$ cat config.mk
export PLATFORM = sky130hd
export DESIGN_NAME = res_stream_buffer_flat
export DESIGN_NICKNAME = d
export VERILOG_FILES = /design/src/rtl/res_stream_buffer_if.sv /design/src/rtl/res_stream_buffer.sv /design/src/flat_wrapper.sv
export SDC_FILE = /design/constraint.sdc
export NUM_CORES = 1
export LEC_CHECK = 0
export ABC_AREA = 1
export CORE_MARGIN = 3
export CORE_UTILIZATION = 56
export DETAILED_ROUTE_END_ITERATION = 8
export PLACE_DENSITY_LB_ADDON = 0.1
export SLEW_MARGIN = 20
export SYNTH_ARGS = -nofsm -noshare
export SYNTH_HDL_FRONTEND = slang
export SYNTH_SLANG_ARGS = --single-unit
$ cat constraint.sdc
create_clock -name clk -period 2.85 [get_ports clk]
set_input_delay 0.7125 -clock clk [delete_from_list [all_inputs] [get_ports clk]]
set_output_delay 0.7125 -clock clk [all_outputs]
set_load 0.05 [all_outputs]
$ cat src/rtl/res_stream_buffer_if.sv
// Row-in / word-out stream interface for res_stream_buffer.
// The master is the producer/consumer side. The slave is the buffer.
interface res_stream_buffer_if #(
    parameter int unsigned BIT_DEPTH = 8,
    parameter int unsigned LANES     = 4
);
    logic                         wr_valid;
    logic [LANES*BIT_DEPTH-1:0]   wr_data;
    logic                         wr_ready;
    logic                         rd_valid;
    logic                         rd_ready;
    logic [BIT_DEPTH-1:0]         rd_data;
    logic                         rd_last;

    modport master (
        output wr_valid, wr_data, rd_ready,
        input  wr_ready, rd_valid, rd_data, rd_last
    );

    modport slave (
        input  wr_valid, wr_data, rd_ready,
        output wr_ready, rd_valid, rd_data, rd_last
    );
endinterface

$ cat src/rtl/res_stream_buffer.sv
// res_stream_buffer: circular buffer of DEPTH rows, each holding LANES words.
// Rows enter whole and leave one word per handshake, lane 0 first.
// Pointers and counters reset asynchronously. Row storage is never cleared.
module res_stream_buffer #(
    parameter int unsigned BIT_DEPTH = 8,
    parameter int unsigned LANES     = 4,
    parameter int unsigned DEPTH     = 16
) (
    input  logic                     clk,
    input  logic                     rst,
    input  logic                     flush,
    res_stream_buffer_if.slave       bus,
    output logic [$clog2(DEPTH):0]   count,
    output logic                     full,
    output logic                     empty,
    output logic                     drop_err
);
    localparam int unsigned ROW_W  = LANES * BIT_DEPTH;
    localparam int unsigned PTR_W  = $clog2(DEPTH);
    localparam int unsigned CNT_W  = PTR_W + 1;
    localparam int unsigned LANE_W = $clog2(LANES);

    localparam logic [LANE_W-1:0] LAST_LANE  = LANE_W'(LANES - 1);
    localparam logic [CNT_W-1:0]  FULL_COUNT = CNT_W'(DEPTH);

    // Row storage and bookkeeping
    logic [ROW_W-1:0]   r_mem [DEPTH];
    logic [PTR_W-1:0]   r_wr_ptr;
    logic [PTR_W-1:0]   r_rd_ptr;
    logic [CNT_W-1:0]   r_count;
    logic [LANE_W-1:0]  r_lane_idx;
    logic               r_drop_err;

    logic               w_full;
    logic               w_empty;
    logic               w_wr_ready;
    logic               w_wr_en;
    logic               w_rd_fire;
    logic               w_last;
    logic               w_pop;
    logic [ROW_W-1:0]   w_head_row;
    logic [BIT_DEPTH-1:0] w_lane_words [LANES];

    // Occupancy flags and handshake qualifiers
    always_comb begin
        w_full     = (r_count == FULL_COUNT);
        w_empty    = (r_count == '0);
        w_wr_ready = !w_full && !flush;
        w_wr_en    = bus.wr_valid && w_wr_ready;
        w_rd_fire  = !w_empty && bus.rd_ready;
        w_last     = !w_empty && (r_lane_idx == LAST_LANE);
        w_pop      = w_rd_fire && w_last && !flush;
    end

    // Split the head row into lanes so the output word is a simple mux
    always_comb begin
        w_head_row = r_mem[r_rd_ptr];
        for (int k = 0; k < int'(LANES); k++) begin
            w_lane_words[k] = w_head_row[k*BIT_DEPTH +: BIT_DEPTH];
        end
    end

    // Row storage write. Left unreset so that the array maps onto plain RAM.
    always_ff @(posedge clk) begin
        if (w_wr_en) begin
            r_mem[r_wr_ptr] <= bus.wr_data;
        end
    end

    // Pointers, occupancy, lane position and sticky drop flag. Flush wins over traffic.
    always_ff @(posedge clk or posedge rst) begin
        if (rst) begin
            r_wr_ptr   <= '0;
            r_rd_ptr   <= '0;
            r_count    <= '0;
            r_lane_idx <= '0;
            r_drop_err <= 1'b0;
        end else if (flush) begin
            r_wr_ptr   <= '0;
            r_rd_ptr   <= '0;
            r_count    <= '0;
            r_lane_idx <= '0;
            r_drop_err <= 1'b0;
        end else begin
            if (w_wr_en) begin
                r_wr_ptr <= r_wr_ptr + PTR_W'(1);
            end
            if (w_rd_fire) begin
                if (w_last) begin
                    r_lane_idx <= '0;
                    r_rd_ptr   <= r_rd_ptr + PTR_W'(1);
                end else begin
                    r_lane_idx <= r_lane_idx + LANE_W'(1);
                end
            end
            case ({w_wr_en, w_pop})
                2'b10:   r_count <= r_count + CNT_W'(1);
                2'b01:   r_count <= r_count - CNT_W'(1);
                default: r_count <= r_count;
            endcase
            if (bus.wr_valid && w_full) begin
                r_drop_err <= 1'b1;
            end
        end
    end

    // Output drive. The read word is combinational from the registered head row and lane.
    always_comb begin
        bus.wr_ready = w_wr_ready;
        bus.rd_valid = !w_empty;
        bus.rd_data  = w_lane_words[r_lane_idx];
        bus.rd_last  = w_last;
        count        = r_count;
        full         = w_full;
        empty        = w_empty;
        drop_err     = r_drop_err;
    end
endmodule

$ cat src/flat_wrapper.sv
// flat-port wrapper written by rule: the top's interface ports become plain ports
module res_stream_buffer_flat 
#(
    parameter int unsigned BIT_DEPTH = 8,
    parameter int unsigned LANES     = 4,
    parameter int unsigned DEPTH     = 16
)
  (clk, rst, flush, count, full, empty, drop_err, bus_wr_valid, bus_wr_data, bus_rd_ready, bus_wr_ready, bus_rd_valid, bus_rd_data, bus_rd_last);
  res_stream_buffer_if #(.BIT_DEPTH(BIT_DEPTH), .LANES(LANES)) bus_i ();
  input  logic clk;
  input  logic rst;
  input  logic flush;
  output logic [$clog2(DEPTH):0] count;
  output logic full;
  output logic empty;
  output logic drop_err;
  input wire logic [$bits(bus_i.wr_valid)-1:0] bus_wr_valid;
  input wire logic [$bits(bus_i.wr_data)-1:0] bus_wr_data;
  input wire logic [$bits(bus_i.rd_ready)-1:0] bus_rd_ready;
  output wire logic [$bits(bus_i.wr_ready)-1:0] bus_wr_ready;
  output wire logic [$bits(bus_i.rd_valid)-1:0] bus_rd_valid;
  output wire logic [$bits(bus_i.rd_data)-1:0] bus_rd_data;
  output wire logic [$bits(bus_i.rd_last)-1:0] bus_rd_last;
  assign bus_i.wr_valid = bus_wr_valid;
  assign bus_i.wr_data = bus_wr_data;
  assign bus_i.rd_ready = bus_rd_ready;
  assign bus_wr_ready = bus_i.wr_ready;
  assign bus_rd_valid = bus_i.rd_valid;
  assign bus_rd_data = bus_i.rd_data;
  assign bus_rd_last = bus_i.rd_last;
  res_stream_buffer #(.BIT_DEPTH(BIT_DEPTH), .LANES(LANES), .DEPTH(DEPTH)) u_core (.clk(clk), .rst(rst), .flush(flush), .bus(bus_i), .count(count), .full(full), .empty(empty), .drop_err(drop_err));
endmodule
# Word-level counts from Yosys, hierarchy flattened
# Memory sizes are Yosys's and may differ from the RTL's.
# Cells that the tools add are included.
dict set report word_totals {
  ff_bits 16
  latchBits 0
  ram_bits 512
  rom_bits 0
  in_bits 37
  word_cells 51
  memories 1
}
dict set report classes {
  n_addsub 5
  multipliers 0
  n_div 0
  n_lt_le_gt_ge 1
  eq_ne 4
  n_shift 0
  n_mux 17
  bitwise 1
  n_reduce_logical 17
}
# name words word_bits rd rd_clocked_by_memory_dff write_ports line_no
set memory_table {}
lappend memory_table {u_core.r_mem 16 32 1 0 1 res_stream_buffer.sv:27} ;# logic [ROW_W-1:0] r_mem [DEPTH];
# cell count
set op_table {}
lappend op_table {{2-to-1 mux 4 bit} 5}
lappend op_table {{binary-select mux 8 bit (select 2 bit)} 1}
lappend op_table {{2-to-1 mux 8 bit} 2}
lappend op_table {{one-hot mux 5 bit (2 select lines)} 1}
lappend op_table {{adder 4 x 1 -> 4 bit, second input constant} 2}
lappend op_table {{nonzero test 2 bit} 4}
lappend op_table {{logical AND 1 bit} 7}
lappend op_table {{2-to-1 mux 2 bit} 3}
lappend op_table {{adder 5 x 1 -> 5 bit, second input constant} 1}
lappend op_table {{== test 5 bit, second input constant} 1}
lappend op_table {{zero test 5 bit} 1}
lappend op_table {{2-to-1 mux 5 bit} 1}
lappend op_table {{subtractor 5 x 1 -> 5 bit, second input constant} 1}
lappend op_table {{== test 2 bit, second input constant} 2}
lappend op_table {{2-to-1 mux 1 bit} 4}
lappend op_table {{>= comparator 3 bit, second input constant} 1}
lappend op_table {{zero test 1 bit} 3}
lappend op_table {{inverter 2 -> 3 bit} 1}
lappend op_table {{nonzero test 3 bit} 1}
lappend op_table {{adder 2 x 1 -> 2 bit, second input constant} 1}
lappend op_table {{== test 2 x 1 -> 1 bit, second input constant} 1}
lappend op_table {{AND reduction 2 bit} 1}

# Depth between registers and ports, before layout
dict set report logic_depth {
  ltp_word 8
  ltp_mapped 14
  depth_no_buf 14
}

# Least setup slack after synthesis
# No wires, ideal clock.
dict set report synth_path {
  path_kind {register to register}
  from {register u_core.r_count[0], in the netlist u_core.count[0]}
  to {memory u_core.r_mem[11][0] (netlist bit), enable pin}
  setup_ps 421
  t_arrival_ps 2763
  required_ps 2429
  slack_ps -334
  stages_incl_launch_ff 7
  n_path_buf 0
  path_cell_list {dfrtp_1 -> inv_1 -> nand4_1 -> nand3_1 -> inv_2 -> nand2_1 -> nor2_1}
}
dict set report synth_between {
  elab_chain_len 6
}
# item line_no
set synth_rtl {}
lappend synth_rtl {{start, declared} res_stream_buffer.sv:30} ;# logic [CNT_W-1:0] r_count;
lappend synth_rtl {{start signal, assigned} res_stream_buffer.sv:97} ;# 2'b10: r_count <= r_count + CNT_W'(1);
lappend synth_rtl {{start signal, assigned} res_stream_buffer.sv:98} ;# 2'b01: r_count <= r_count - CNT_W'(1);
lappend synth_rtl {{start signal, assigned} res_stream_buffer.sv:99} ;# default: r_count <= r_count;
lappend synth_rtl {{== test 5 bit} res_stream_buffer.sv:46} ;# w_full = (r_count == FULL_COUNT);
lappend synth_rtl {{zero test 1 bit} res_stream_buffer.sv:48} ;# w_wr_ready = !w_full && !flush;
lappend synth_rtl {{logical AND 1 bit} res_stream_buffer.sv:48}
lappend synth_rtl {{logical AND 1 bit} res_stream_buffer.sv:49} ;# w_wr_en = bus.wr_valid && w_wr_ready;
lappend synth_rtl {{2-to-1 mux 1 bit} res_stream_buffer.sv:65} ;# if (w_wr_en) begin
lappend synth_rtl {{2-to-1 mux 1 bit (implied by the code)} res_stream_buffer.sv:66} ;# r_mem[r_wr_ptr] <= bus.wr_data;
lappend synth_rtl {{end, declared} res_stream_buffer.sv:27}
# Every way passes these cells.

# Worst setup path after layout
dict set report layout_path {
  from {register u_core.r_rd_ptr[0]}
  to {output bus_rd_data[5]}
}
dict set report layout_between {
  elab_chain_len 4
}
# item line_no
set layout_rtl {}
lappend layout_rtl {{start, declared} res_stream_buffer.sv:29} ;# logic [PTR_W-1:0] r_rd_ptr;
lappend layout_rtl {{start signal, assigned} res_stream_buffer.sv:91} ;# r_rd_ptr <= r_rd_ptr + PTR_W'(1);
lappend layout_rtl {{memory (16 x 32 bit)} -}
lappend layout_rtl {{binary-select mux 8 bit (select 2 bit)} res_stream_buffer.sv:111} ;# bus.rd_data = w_lane_words[r_lane_idx];
lappend layout_rtl {{2-to-1 mux 8 bit (implied by the code) (2 in a row)} res_stream_buffer.sv:111}
lappend layout_rtl {{end, declared} flat_wrapper.sv:22} ;# output wire logic [$bits(bus_i.rd_data)-1:0] bus_rd_data;
# Every way passes these cells. The select of a mux whose other input is x is not followed.

==> results.md <==
Yosys:
- The share of the Yosys chip area taken by registers is 0.725.
- Synthesis produced a netlist whose cell count is ~1.8k.
- After synthesis the netlist holds a flip-flop and latch count of about 530.
- The number of nets produced by synthesis is around 1.9k.
- For this run, the number of Yosys warnings is 0.
- The cell area after synthesis is roughly 22000 sq um.
- The distinct cell type count of the synthesized netlist is 30.
- After synthesis, the mean cell area works out to ~12 sq um.

Timing:
- The final setup violation count is 8.
- The final-report hold violation count was 0.
- Across the routed clock network, the largest skew measured is 0.0172 ns.
- The setup slack after layout is -0.384 ns.
- The final max-slew violation count was 0.
- Setup repair after global routing could not meet its margin everywhere.
- The worst slew slack as a fraction of its limit is 0.554.
- The maximum clock frequency is ~310 MHz.
- The slew at the pin closest to its max-slew limit is 0.666 ns.
- In the finished design, the share of the clock period the worst path needs comes to 1.13.
- The final critical path time including I/O delays and setup is 3.23 ns.

Floorplan:
- The number of I/O pins is 56.
- From bottom edge to top edge, the die measures about 200 um.
- For this configuration, the core starts out at a cell density of 0.573.
- The die outline area is around 41000 sq um.
- The standard cell core area is roughly 38000 sq um.
- The width of the die is between 200 and 250 um.
- The floorplan has 71 rows.

Layout:
- The share of layout cells above drive strength 1 is 0.185.
- From synthesis to final layout, the design area changed by 22.6%.
- The repair_antennas step left the layout with diodes totalling 0.
- For this run, the number of standard cells in the final layout without fillers is around 2.5k.
- The net count of the finished layout is 2023.

CTS:
- The count of clock tree sinks is 528.
- The H-tree level count is 2.
- The clock tree from TritonCTS is done.
- The clock reaches the later pin of the worst-skew pair after roughly 0.6 ns.
- The root buffer cell chosen for the clock tree is clkbuf_16.
- The number of buffers created by CTS is 52.
- The maximum buffer depth of the clock tree is 3.
- The clock transition at the registers of the reported paths is approximately 0.060 ns.

Placed design:
- The final estimated routing congestion in global placement is roughly 0.8.
- The number of placed instances, taps included is around 2.4k.
- Buffers placed on the I/O ports in this run total between 50 and 60.
- The half-perimeter wire length after placement is about 30000 um.
- The pre-CTS setup slack is around 0.035 ns.

Worst setup path:
- Data on the critical path arrives at its endpoint at 2.52 ns.
- The endpoint type of the worst setup path is a primary output.
- The category of the worst setup path launch point is a flop.
- The maximum net fanout on the critical path is 8.
- The class of the most critical setup path is flop to primary output.
- The critical path data required time is 2.14 ns.

GRT:
- The maximum number of pins on one net before global-route repair is 52.
- The combined global-route utilization of all metal layers is 0.286.
- The number of antenna violations at the first check in global routing was 1.
- Global routing finished with a remaining overflow of 0.
- The number of global-route vias before repair is 14.4k.
- The first global-routing pass estimated between 80000 and 90000 um of wire.

Power and ir drop:
- The power density normalized to cell area is 597 nW/um^2.
- Across the VDD grid, the largest voltage drop is 0.542 mV.
- The leakage power total is 9.80 nW.

Route:
- The routed wire length is 59600 um.
- The pre-antenna-repair detailed-routing pass consisted of 7 iterations.
- The final routed wire length divided by cell count is ~24 um.
- After detailed routing, the number of remaining DRC violations is 0.
- For this block, the initial DRC count from the detailed router was 1540.
- The total via count in the routed design is 14.9k.
- In the routed layout, each cell is associated on average with a via count of between 5 and 6.
- In this run the remaining antenna-violating nets after routing total 0.

Run:
- The number of max-capacitance violations reported is 0.

Status:
- The flow ran to the end, but the final reports show violations.
- The checks that failed: negative setup slack.

Hold path:
- The path type of the worst min-delay path is primary input to async pin.
==> layout make-up <==
class	instances	area, sq um
timing repair inverter	2	32.5
tap	511	639
multi-input combinational	1183	5930
sequential	528	15800
fill	2665	11300
timing repair buffer	183	2670
inverter	26	126
clock inverter	29	176
clock buffer	60	1330
==> metrics by stage <==
step | area (sq um) | hold slack [ns] | total power, mW | utilization | TNS (ns)
floorplan | 21800 | 0.533 | 9.23 | - | -106.00
global placement | 23500 | 0.499 | 9.66 | 0.619 | 0
detailed placement | 23500 | 0.509 | 9.68 | 0.619 | 0
CTS | 26200 | 0.509 | 16.0 | 0.690 | -3.01
global route | 26700 | 0.565 | 16.4 | 0.702 | -3.40
finish | 26700 | 0.501 | 15.9 | 0.702 | -2.78
==> state kept, by name (all words and copies together) (netlist names) <==
| signal | count |
|---|---|
| u_core.r_mem | 512 |
| u_core.count | 5 |
| u_core.r_rd_ptr | 4 |
| u_core.r_wr_ptr | 4 |
| u_core.r_lane_idx | 2 |
| u_core.drop_err | 1 |
==> cell usage in the layout (no fill, tap or decap), types with 2 or more instances in the layout <==
cell type and count:
clkinv_1 16, xor2_1 3, nand2_2 41, nand2_4 10
clkinv_8 3, buf_16 20, clkbuf_16 58, nand3_1 353
bufbuf_16 2, buf_6 7, buf_4 49, ha_1 9
nand2_1 632, clkdlybuf4s50_1 42, clkbuf_1 8, dfrtp_1 13
nand3_4 7, o21ai_1 4, clkinv_2 13, nand4_1 2
nand3_2 77, dfrtp_4 2, nor2_4 17, inv_1 17
inv_2 3, edfxtp_1 512, buf_12 41, nor2_1 6
buf_8 13, clkbuf_2 2, o21ai_0 8, a21oi_1 8
==> worst max-delay path, stage by stage (launching register included) <==
cell     delay [ns]
dfrtp_4        0.50
buf_6          0.14
buf_12         0.15
buf_12         0.14
buf_16         0.15
nand2_2        0.07
nand3_1        0.09
nand3_1        0.11
nand2_1        0.06
nand2_1        0.08
nand3_2        0.10
nand3_2        0.10
nand2_4        0.06
buf_8          0.15
==> path summary, 6_finish.rpt <==
path                                                   from                              to  slack, ns  depth (start not counted)
max                          u_core.r_rd_ptr[0]$_DFFE_PP0P_                  bus_rd_data[5]      -0.38                         13
min                                                     rst     u_core.drop_err$_DFFE_PP0P_       0.50                          2
max reg2reg                u_core.r_lane_idx[0]$_DFFE_PP0P_     u_core.count[4]$_DFFE_PP0P_       0.34                         13
min reg2reg                     u_core.drop_err$_DFFE_PP0P_     u_core.drop_err$_DFFE_PP0P_       0.52                          2
max in group asynchronous                               rst  u_core.r_rd_ptr[0]$_DFFE_PP0P_       1.87                          2
min in group clk                u_core.drop_err$_DFFE_PP0P_     u_core.drop_err$_DFFE_PP0P_       0.52                          2
==> report_power, final <==
group	switching [mW]	leakage [nW]	total [mW]	internal, mW
Combinational	0.741	4.23	1.11	0.373
Sequential	0.0291	4.82	8.61	8.59
Clock	2.78	0.751	6.20	3.41
==> kinds of logic after synthesis <==
| group | count (synthesis) | synth area share |
|---|---|---|
| xor+xnor | 4 | 0.00161 |
| fa+ha+maj | 10 | 0.00609 |
| flops | 528 | 0.725 |
| simple gates | 1147 | 0.224 |
| buf+inv | 136 | 0.0381 |
| compound gates | 22 | 0.00523 |
==> routing by layer <==
layer / track usage / wire [um] / vias to the layer above
met5: 0 / 9 / -
met4: 0.113 / 2020 / 2
met3: 0.0466 / 4900 / 140
met2: 0.465 / 28700 / 728
met1: 0.392 / 24000 / 7264
li1: - / - / 6743
==> cells in the mapped netlist (all sizes together) <==
cell type | instances | area share
nor3 | 1 | 0.00023
fa | 1 | 0.00092
nand2 | 683 | 0.12
a21oi | 8 | 0.0018
nand3 | 437 | 0.10
clkinv | 4 | 0.00069
xnor2 | 1 | 0.00040
inv | 22 | 0.0039
o21ai | 12 | 0.0028
o22ai | 1 | 0.00029
nand4 | 3 | 0.0011
buf | 95 | 0.031
dfrtp | 16 | 0.018
clkbuf | 15 | 0.0026
edfxtp | 512 | 0.71
xor2 | 3 | 0.0012
nor2 | 23 | 0.0043
o21a | 1 | 0.00034
ha | 9 | 0.0052
==> what timing repair did <==
item | CTS | global route
endpoints found under the setup margin | 11 | 10
hold buffers | 0 | 0
gates resized for setup | 132 | 89
pin swaps | 46 | 82
gates cloned | 17 | 7
setup buffers | 15 | 2
Note: power is estimated with default switching activity, not from simulation.
